==> config.mk <==
export PLATFORM = sky130hd
export DESIGN_NAME = cpu_imem_responder
export DESIGN_NICKNAME = d
export VERILOG_FILES = /design/src/rtl/cpu_pkg.sv /design/src/rtl/cpu_imem_line.sv /design/src/rtl/cpu_imem_responder.sv
export SDC_FILE = /design/constraint.sdc
export NUM_CORES = 1
export LEC_CHECK = 0
export CAP_MARGIN = 15
export CORE_UTILIZATION = 50
export CTS_CLUSTER_DIAMETER = 200
export DETAILED_ROUTE_END_ITERATION = 16
export PLACE_DENSITY_LB_ADDON = 0.15
export SLEW_MARGIN = 0
export SYNTH_ARGS = -nofsm -noshare
export SYNTH_HDL_FRONTEND = slang
export SYNTH_SLANG_ARGS = --single-unit
==> constraint.sdc <==
create_clock -name clk_i -period 3.85 [get_ports clk_i]
set_input_delay 0.5775 -clock clk_i [delete_from_list [all_inputs] [get_ports clk_i]]
set_output_delay 0.5775 -clock clk_i [all_outputs]
set_load 0.05 [all_outputs]
==> src/rtl/cpu_pkg.sv <==
// Shared CPU definitions: Wishbone byte-select constant, the instruction
// fetch responder state encoding and the reset fetch address.
package cpu_pkg;

   // All four byte lanes selected for a 32-bit Wishbone read
   localparam logic [3:0] SEL_ALL = 4'hF;

   // Fetch address used by the fetch stage out of reset
   localparam logic [31:0] BOOT_ADDRESS = 32'h0000_0000;

   // Instruction responder: serving hits, or refilling the line from the bus
   typedef enum logic {
      IDLE = 1'b0,
      FILL = 1'b1
   } imem_state_e;

endpackage

==> src/rtl/cpu_imem_line.sv <==
// Single instruction line: LINE_WORDS x 32-bit words, one synchronous write
// port used by the refill and one asynchronous read port used by the hit path.
module cpu_imem_line
   import cpu_pkg::*;
#(
   parameter  int LINE_WORDS = 4,
   localparam int LW_BITS    = $clog2(LINE_WORDS)
) (
   input  logic               clk_i,
   input  logic               we,
   input  logic [LW_BITS-1:0] widx,
   input  logic [31:0]        wdata,
   input  logic [LW_BITS-1:0] ridx,
   output logic [31:0]        rdata
);

   logic [31:0] words [LINE_WORDS];

   // Refill writes one word per acknowledged bus beat; contents need no reset
   // because the top keeps the line marked invalid until a full refill lands
   always_ff @(posedge clk_i) begin
      if (we) begin
         words[widx] <= wdata;
      end
   end

   assign rdata = words[ridx];

endmodule

==> src/rtl/cpu_imem_responder.sv <==
// Instruction fetch responder: one-line instruction buffer in front of a
// read-only classic Wishbone master. Hits answer one cycle after the address;
// misses burst-refill the whole line from word 0 and then retry the compare.
module cpu_imem_responder
   import cpu_pkg::*;
#(
   parameter  int LINE_WORDS = 4,
   localparam int LW_BITS    = $clog2(LINE_WORDS)
) (
   input  logic        clk_i,
   input  logic        rst_i,
   input  logic [31:0] imem_address_i,
   output logic [31:0] imem_data_o,
   output logic        imem_valid_o,
   output logic        imem_err_o,
   input  logic        invalidate_i,
   output logic [31:0] wb_adr_o,
   output logic        wb_cyc_o,
   output logic        wb_stb_o,
   output logic        wb_we_o,
   output logic [3:0]  wb_sel_o,
   input  logic [31:0] wb_dat_i,
   input  logic        wb_ack_i,
   input  logic        wb_err_i
);

   localparam int TAG_W = 30 - LW_BITS;

   imem_state_e        state_q, state_d;
   logic               line_valid_q, line_valid_d;
   logic [TAG_W-1:0]   tag_q, tag_d;
   logic [LW_BITS-1:0] count_q, count_d;
   logic               inv_pend_q, inv_pend_d;
   logic [31:0]        data_q, data_d;
   logic               valid_q, valid_d;
   logic               err_q, err_d;
   logic [31:0]        adr_q, adr_d;
   logic               cyc_q, cyc_d;

   logic [TAG_W-1:0]   addr_tag;
   logic [LW_BITS-1:0] addr_idx;
   logic [LW_BITS-1:0] count_inc;
   logic [31:0]        line_rdata;
   logic               line_we;
   logic               hit;
   logic               unused_byte_bits;

   assign addr_tag         = imem_address_i[31:LW_BITS+2];
   assign addr_idx         = imem_address_i[LW_BITS+1:2];
   assign count_inc        = count_q + LW_BITS'(1);
   assign unused_byte_bits = ^imem_address_i[1:0];

   // An invalidate in the same cycle as the compare forces a miss
   assign hit = line_valid_q && (tag_q == addr_tag) && !invalidate_i;

   cpu_imem_line #(
      .LINE_WORDS(LINE_WORDS)
   ) u_line (
      .clk_i (clk_i),
      .we    (line_we),
      .widx  (count_q),
      .wdata (wb_dat_i),
      .ridx  (addr_idx),
      .rdata (line_rdata)
   );

   // Next-state and next-output logic for the hit/refill state machine
   always_comb begin
      state_d      = state_q;
      line_valid_d = line_valid_q;
      tag_d        = tag_q;
      count_d      = count_q;
      inv_pend_d   = inv_pend_q;
      data_d       = data_q;
      valid_d      = 1'b0;
      err_d        = 1'b0;
      adr_d        = adr_q;
      cyc_d        = cyc_q;
      line_we      = 1'b0;

      unique case (state_q)
         IDLE: begin
            data_d  = line_rdata;
            valid_d = hit;
            if (invalidate_i) begin
               line_valid_d = 1'b0;
            end
            if (!hit) begin
               state_d      = FILL;
               line_valid_d = 1'b0;
               tag_d        = addr_tag;
               count_d      = '0;
               inv_pend_d   = 1'b0;
               adr_d        = {addr_tag, {LW_BITS{1'b0}}, 2'b00};
               cyc_d        = 1'b1;
            end
         end
         FILL: begin
            if (invalidate_i) begin
               inv_pend_d = 1'b1;
            end
            if (wb_err_i) begin
               state_d      = IDLE;
               cyc_d        = 1'b0;
               err_d        = 1'b1;
               line_valid_d = 1'b0;
               inv_pend_d   = 1'b0;
            end else if (wb_ack_i) begin
               line_we = 1'b1;
               count_d = count_inc;
               adr_d   = {tag_q, count_inc, 2'b00};
               if (count_q == LW_BITS'(LINE_WORDS - 1)) begin
                  state_d      = IDLE;
                  cyc_d        = 1'b0;
                  line_valid_d = !(inv_pend_q || invalidate_i);
                  inv_pend_d   = 1'b0;
               end
            end
         end
         default: begin
            state_d = IDLE;
            cyc_d   = 1'b0;
         end
      endcase
   end

   // State and registered outputs; reset drops the bus cycle immediately
   always_ff @(posedge clk_i or posedge rst_i) begin
      if (rst_i) begin
         state_q      <= IDLE;
         line_valid_q <= 1'b0;
         tag_q        <= '0;
         count_q      <= '0;
         inv_pend_q   <= 1'b0;
         data_q       <= '0;
         valid_q      <= 1'b0;
         err_q        <= 1'b0;
         adr_q        <= '0;
         cyc_q        <= 1'b0;
      end else begin
         state_q      <= state_d;
         line_valid_q <= line_valid_d;
         tag_q        <= tag_d;
         count_q      <= count_d;
         inv_pend_q   <= inv_pend_d;
         data_q       <= data_d;
         valid_q      <= valid_d;
         err_q        <= err_d;
         adr_q        <= adr_d;
         cyc_q        <= cyc_d;
      end
   end

   assign imem_data_o  = data_q;
   assign imem_valid_o = valid_q;
   assign imem_err_o   = err_q;
   assign wb_adr_o     = adr_q;
   assign wb_cyc_o     = cyc_q;
   assign wb_stb_o     = cyc_q;
   assign wb_we_o      = 1'b0;
   assign wb_sel_o     = SEL_ALL;

endmodule
==> metrics.md <==
| Metric | Value |
|---|---|
| Status | completed |
| Clock Latency Late Sink | 0.51 ns |
| Combinational Power Share | 38.3% |
| GRT overflow | 0 |
| # IOs | 142 |
| DR vias | 5,281 |
| DRT iter0 DRCs | 243 |
| Hold Path Class | flip-flop to flip-flop |
| # port buffers | 132 |
| Yosys warnings | 0 |
| Clk buf depth | 3 |
| Worst slew pin tran | 1.125 ns |
| Clk pwr share | 23.4% |
| Unrepaired setup endpoints after global routing | no |
| ANT cells | 0 |
| Sequential area share after synthesis | 67.73% |
| CTS root buffer | clkbuf_16 |
| H-tree Lvls | 1 |
| Hold_buf cts | 0 |
| Core footprint | 18,020 um2 |
| Area after DPL | 10,800 um2 |
| TritonCTS buffer count | 24 |
| Die Footprint | 18,990 um2 |
| Die W | 137.8 um |
| Hold Violations, Final | 0 |
| Slew Limit Fails | 0 |
| CP max stage delay | 0.54 ns |
| Die Y | 137.8 um |
| Via density per instance | 5.582 |
| Crit-path cells | clkdlybuf4s50_1 > nor2b_1 > or4_4 > nor3_4 > a41oi_4 > a221o_1 |
| Cell Rows | 49 |
| Post-Route Skew | 0.009098 ns |
| Cell count after synthesis | 558 |
| Post-route cell area | 11,550 um2 |
| CTS tree | built |
| Avg WL per Cell | 20.58 um |
| Max-Cap Viols | 0 |
| Clock Sink Count | 224 |
| Routed WL | 19,470 um |
| Internal | 5.819 mW |
| Vias in the first global route | 5,565 |
| Drt first pass iters | 4 |
| Synth async-reset ratio | 42.86% |
| Fraction of power spent switching nets | 37.40% |
| Synthesized area | 9221 um2 |
| Flops & latches, synth | 224 |
| Area Overhead vs Synth | 25.22% |
| Crit Path Class | input pin to flip-flop |
| Clock slew at reported path FFs | 0.06 ns |
| Worst Setup End Kind | flip-flop |
| CP arrival | 3.01 ns |
| Critical Path Start Type | input pin |
| DRC viols | 0 |
| Setup tns final | 0 ns |
| Nets@finish | 773 |
| Aggregate global-route resource usage | 21.30% |
| Final setup violation count | 0 |
| Maximum vdd ir drop | 0.0005139 V |
| CP max stage cell | or4_4 |
| Min Tclk post-route | 2.628 ns |
| Fillers | 1,311 |
| PostCTS Resize Cnt | 0 |
| Switch Pwr | 3.476 mW |
| Reg area | 6250 um2 |
| PD cells | 805.0 nW/um2 |
| Cell variety after synth | 35 |
| Initial antenna violation count | 1 |
| Area of the multi-input gates | 2784 um2 |
| Fmax | 380.5 MHz |
| Post-DP HPWL | 12,330 um |
| Setup bufs post-CTS | 0 |
| Placer congestion estimate | 0.8170 |
| Synth Flop Type | edfxtp_1 |
| Initial core utilization | 51.16% |
| Share of post-route cells with drive strength above 1 | 21.20% |
| Largest net degree at the start of global routing | 95 |
| Post-route clock period utilization | 68.27% |
| Slew headroom | 25.02% |
| Synth Area per Inst | 16.53 um2 |
| DRT antenna net count | 0 |
| EDFF count, synth | 128 |
| CP required | 4.24 ns |
| Sequential share of power | 38.3% |
| Hold slack | 0.5038 ns |
| Crit Path Max Fanout | 30 |
| First-pass GRT wire length | 30,140 um |
| Leakage | 4.260 nW |
## synthesized netlist by cell type (all sizes together) (2+ instances only)
cell	n	share of area [%]
and2	3	0.20
buf	22	1.6
dfrtp	96	26
inv	4	0.16
nand2b	2	0.14
and3	4	0.27
a21oi	2	0.11
nor2b	6	0.41
nor2	3	0.12
o21ai	2	0.11
nor4	11	0.75
edfxtp	128	42
clkbuf	15	0.61
ha	4	0.54
xor2	27	2.6
nand2	62	2.5
nor3	6	0.57
conb	2	0.081
nand4	3	0.20
a221o	28	3.0
mux2	60	7.3
a21boi	28	2.3
mux4	32	7.8
## per-stage QoR
stage / util (%) / total power [mW] / std cells / worst slack [ns]
after global placement: 59.91 / 7.085 / 903 / 0.7443
after CTS: 64.06 / 9.376 / 946 / 1.227
after global routing: 64.06 / 9.716 / 946 / 1.109
final: 64.06 / 9.296 / 946 / 1.222
after floorplan: - / 6.009 / 563 / 0.7671
after detailed placement: 59.91 / 7.178 / 903 / 0.7044
## placed cells by master, fill, tap and decap left out, types with 2 or more instances in the layout
| cell type | n |
|---|---|
| edfxtp_1 | 128 |
| o21ai_0 | 2 |
| a21boi_0 | 28 |
| nor3_1 | 4 |
| clkdlybuf4s50_1 | 131 |
| nand2_1 | 62 |
| nor4_1 | 11 |
| and3_2 | 4 |
| and2_1 | 3 |
| nor2_1 | 3 |
| inv_1 | 3 |
| nand4_1 | 3 |
| mux2_2 | 60 |
| mux4_2 | 32 |
| clkbuf_8 | 2 |
| dfrtp_1 | 95 |
| buf_12 | 2 |
| a21oi_1 | 2 |
| nor3_4 | 2 |
| clkinv_2 | 4 |
| a221o_1 | 28 |
| nor2b_1 | 6 |
| conb_1 | 7 |
| buf_4 | 14 |
| ha_1 | 4 |
| nand2b_1 | 2 |
| clkbuf_1 | 5 |
| xor2_1 | 27 |
| clkbuf_16 | 25 |
| clkinv_1 | 5 |
## registers in the layout (all words and copies together), names as in the netlist
register      flops
wb_cyc_o          1
imem_data_o      32
u_line.words    128
line_valid_q      1
state_q           1
imem_valid_o      1
tag_q            28
imem_err_o        1
wb_adr_o         29
count_q           1
inv_pend_q        1
## worst max-delay path, delay by kind of cell
family          cells  cell delay (ns)
simple gates        3             0.90
buf+inv             1             0.52
compound gates      2             1.00
## area by class of cell
cell class              instances  share of cell area (%)
clock buffers                  32                   5.819
flip-flops and latches        224                   54.12
clock inverters                11                  0.6610
well taps                     229                   2.481
multi-input cells             298                   24.11
repair buffers                148                   12.66
inverters                       4                  0.1517
## final timing paths
path,startpoint,to,depth (start not counted),slack [ns]
min,imem_data_o[15],imem_data_o[15],1,0.50
max reg2reg,tag_q[14],wb_adr_o[18],5,1.43
max,imem_address_i[18],wb_adr_o[18],6,1.22
max in group asynchronous,rst_i,imem_data_o[15],3,2.63
min in group asynchronous,rst_i,imem_data_o[28],2,0.51
min reg2reg,imem_data_o[15],imem_data_o[15],1,0.50
## power by group through the flow
stage	clock [mW]	combinational [mW]	sequential [mW]
after global placement	0	3.53	3.55
after CTS	2.22	3.60	3.56
after floorplan	0	1.34	4.67
final	2.17	3.56	3.56
after detailed placement	0	3.58	3.59
after global routing	2.31	3.78	3.63
## logic make-up after synthesis
kind of cell,share of synthesized area [%]
compound gates,5.984
xor+xnor,2.659
fa+ha+maj,0.5428
buf+inv,2.334
flops,67.73
mux,15.14
other cells,0.08144
simple gates,5.522
## per-layer routing
metal	track usage (%)	vias to the layer above	share of wire [%]	wire, um
li1	-	2397	-	-
met3	4.636	31	5.9	1145
met5	0	-	0.062	12
met4	4.952	2	1.5	287
met1	27.38	2701	43	8329
met2	36.91	150	50	9698
Note: power is estimated with default switching activity, not from simulation.
==> variant: new RTL, config.mk and constraints unchanged <==
`LINE_WORDS` is set to 4 in 2 places; all go to 8.
--- a/src/rtl/cpu_imem_line.sv
+++ b/src/rtl/cpu_imem_line.sv
@@ -5,3 +5,3 @@
 #(
-   parameter  int LINE_WORDS = 4,
+   parameter  int LINE_WORDS = 8,
    localparam int LW_BITS    = $clog2(LINE_WORDS)
--- a/src/rtl/cpu_imem_responder.sv
+++ b/src/rtl/cpu_imem_responder.sv
@@ -6,3 +6,3 @@
 #(
-   parameter  int LINE_WORDS = 4,
+   parameter  int LINE_WORDS = 8,
    localparam int LW_BITS    = $clog2(LINE_WORDS)
Formal check against the unedited RTL: not equivalent (Yosys sat finds a counterexample within 4 cycles, from zero or initial values and one cycle with rst_i high).
==> variant against the unedited design <==
  * Cell area increased by 47%
  * Worst setup slack improved by 42 ps
  * Combinational power decreased by 1%
  * Wire length rose by 53%
  * Global-route usage rose by 0.20 points
  * Area after synthesis grew 51%
  * Hold slack worse by 14 ps
  * Total power is 29% higher
  * Final cell count grew 40%
  * Sequential cell count rose by 127
  * Largest cell class unchanged
  * Largest power group unchanged
==> variant: results (changes against the unedited design) <==
<table>
<tr><th>Metric</th><th>Value</th></tr>
<tr><th colspan="2">Critical path</th></tr>
<tr><td>Launch point of the worst reg-to-reg path</td><td>state_q$_DFF_PP0_ (was tag_q[14]$_DFFE_PP0P_)</td></tr>
<tr><td>Start point of the critical path</td><td>count_q[0]$_DFFE_PP0P_ (was imem_address_i[18])</td></tr>
<tr><td>Critical Path Fanout Max</td><td>8 (was 30)</td></tr>
<tr><td>Crit path max-delay cell type</td><td>clkdlybuf4s50_1 (was or4_4)</td></tr>
<tr><td>Worst-case register-to-register setup slack</td><td>1280 ps (was 1430 ps)</td></tr>
<tr><td>Highest cell delay on the worst timing path</td><td>930 ps (was 540 ps)</td></tr>
<tr><th colspan="2">Outcome</th></tr>
<tr><td>Outcome</td><td>completed (unchanged)</td></tr>
<tr><th colspan="2">Placed design</th></tr>
<tr><td>Pre-CTS setup slack</td><td>825 ps (was 704 ps)</td></tr>
<tr><td>Placed wire-length estimate</td><td>17100 um (was 12300 um)</td></tr>
<tr><th colspan="2">Hold path</th></tr>
<tr><td>Worst Hold Endpoint</td><td>imem_data_o[0]$_DFFE_PP0N_ (was imem_data_o[15]$_DFFE_PP0N_)</td></tr>
<tr><th colspan="2">Pwr</th></tr>
<tr><td>Leakage power of the design</td><td>5.96 nW (was 4.26 nW)</td></tr>
<tr><td>Max IR drop VDD</td><td>0.597 mV (was 0.514 mV)</td></tr>
<tr><th colspan="2">Timing</th></tr>
<tr><td>Worst Max-Slew Pin Slew</td><td>823 ps (was 1120 ps)</td></tr>
<tr><th colspan="2">GRT</th></tr>
<tr><td>Met2 usage</td><td>35.6% (was 36.9%)</td></tr>
<tr><td>Met3 global-route usage</td><td>3.93% (was 4.64%)</td></tr>
<tr><td>Global routing usage summed across all routing layers</td><td>21.5% (was 21.3%)</td></tr>
<tr><td>Met1 track demand over resource</td><td>29.9% (was 27.4%)</td></tr>
<tr><th colspan="2">Route</th></tr>
<tr><td>Max layer used</td><td>met4 (was met5)</td></tr>
<tr><td>Routed met3 length</td><td>1590 um (was 1150 um)</td></tr>
<tr><td>Number of vias in the routed layout</td><td>7510 (was 5281)</td></tr>
<tr><td>Wire length on met1</td><td>12900 um (was 8330 um)</td></tr>
<tr><th colspan="2">Finish</th></tr>
<tr><td>Fill cells</td><td>1953 (was 1311)</td></tr>
<tr><td>Number of cells in the finished layout apart from fillers</td><td>1328 (was 946)</td></tr>
<tr><td>Flip-flop count of the largest register, all copies and words added</td><td>256 (was 128)</td></tr>
<tr><th colspan="2">Synth</th></tr>
<tr><td>Count of flip-flops with a built-in enable after synthesis</td><td>256 (was 128)</td></tr>
<tr><td>Post-synthesis instance total</td><td>779 (was 558)</td></tr>
</table>
-- variant: changes by cell type in the layout (fill, tap and decap cells not counted), sizes merged, moves of 32 or more --
cell	change
edfxtp	+128
mux2i	+40
o21ai	+49
mux2	-33
nor2	+49
mux4	+32
-- variant: layout make-up --
class,count,area share (%)
antenna,1,0.0148
inverter,2,0.0591
clock inverter,15,0.761
timing repair buffer,154,9.15
sequential,351,59.5
tap,372,2.75
clock buffer,52,5.99
multi-input combinational,381,21.8
-- variant: where the power goes --
part           total, mW  internal (mW)  switching [mW]
clock network       3.34           1.97            1.37
registers           5.15           4.65           0.502
logic               3.51           1.35            2.16
-- variant: worst max path at each step --
| stage | end | cells past startpoint |
|---|---|---|
| after detailed placement | wb_adr_o[18]$_DFFE_PP0P_ | 7 |
| after CTS | wb_adr_o[2] | 1 |
| final | wb_adr_o[2] | 1 |
| after global routing | u_line.words[0][17]$_DFFE_PP_ | 4 |
| after floorplan | u_line.words[1][0]$_DFFE_PP_ | 5 |
| after global placement | wb_adr_o[18]$_DFFE_PP0P_ | 7 |
-- variant: worst min-delay path, cell delays in order (launching register included) --
cell and delay [ps]:
dfrtp_1 340, nand2_1 50, o21ai_0 60
-- variant: kinds of logic after synthesis --
kind of cell / count (synthesis) / share of synthesized area [%]
other: 2 / 0.0539
buffers and inverters: 52 / 1.93
muxes: 131 / 15.5
xor gates and xnor gates: 28 / 1.76
AOI/OAI and AO/OA: 86 / 4.20
DFF: 351 / 72.2
adders and majority gates: 2 / 0.179
and+or+nand+nor: 127 / 4.19
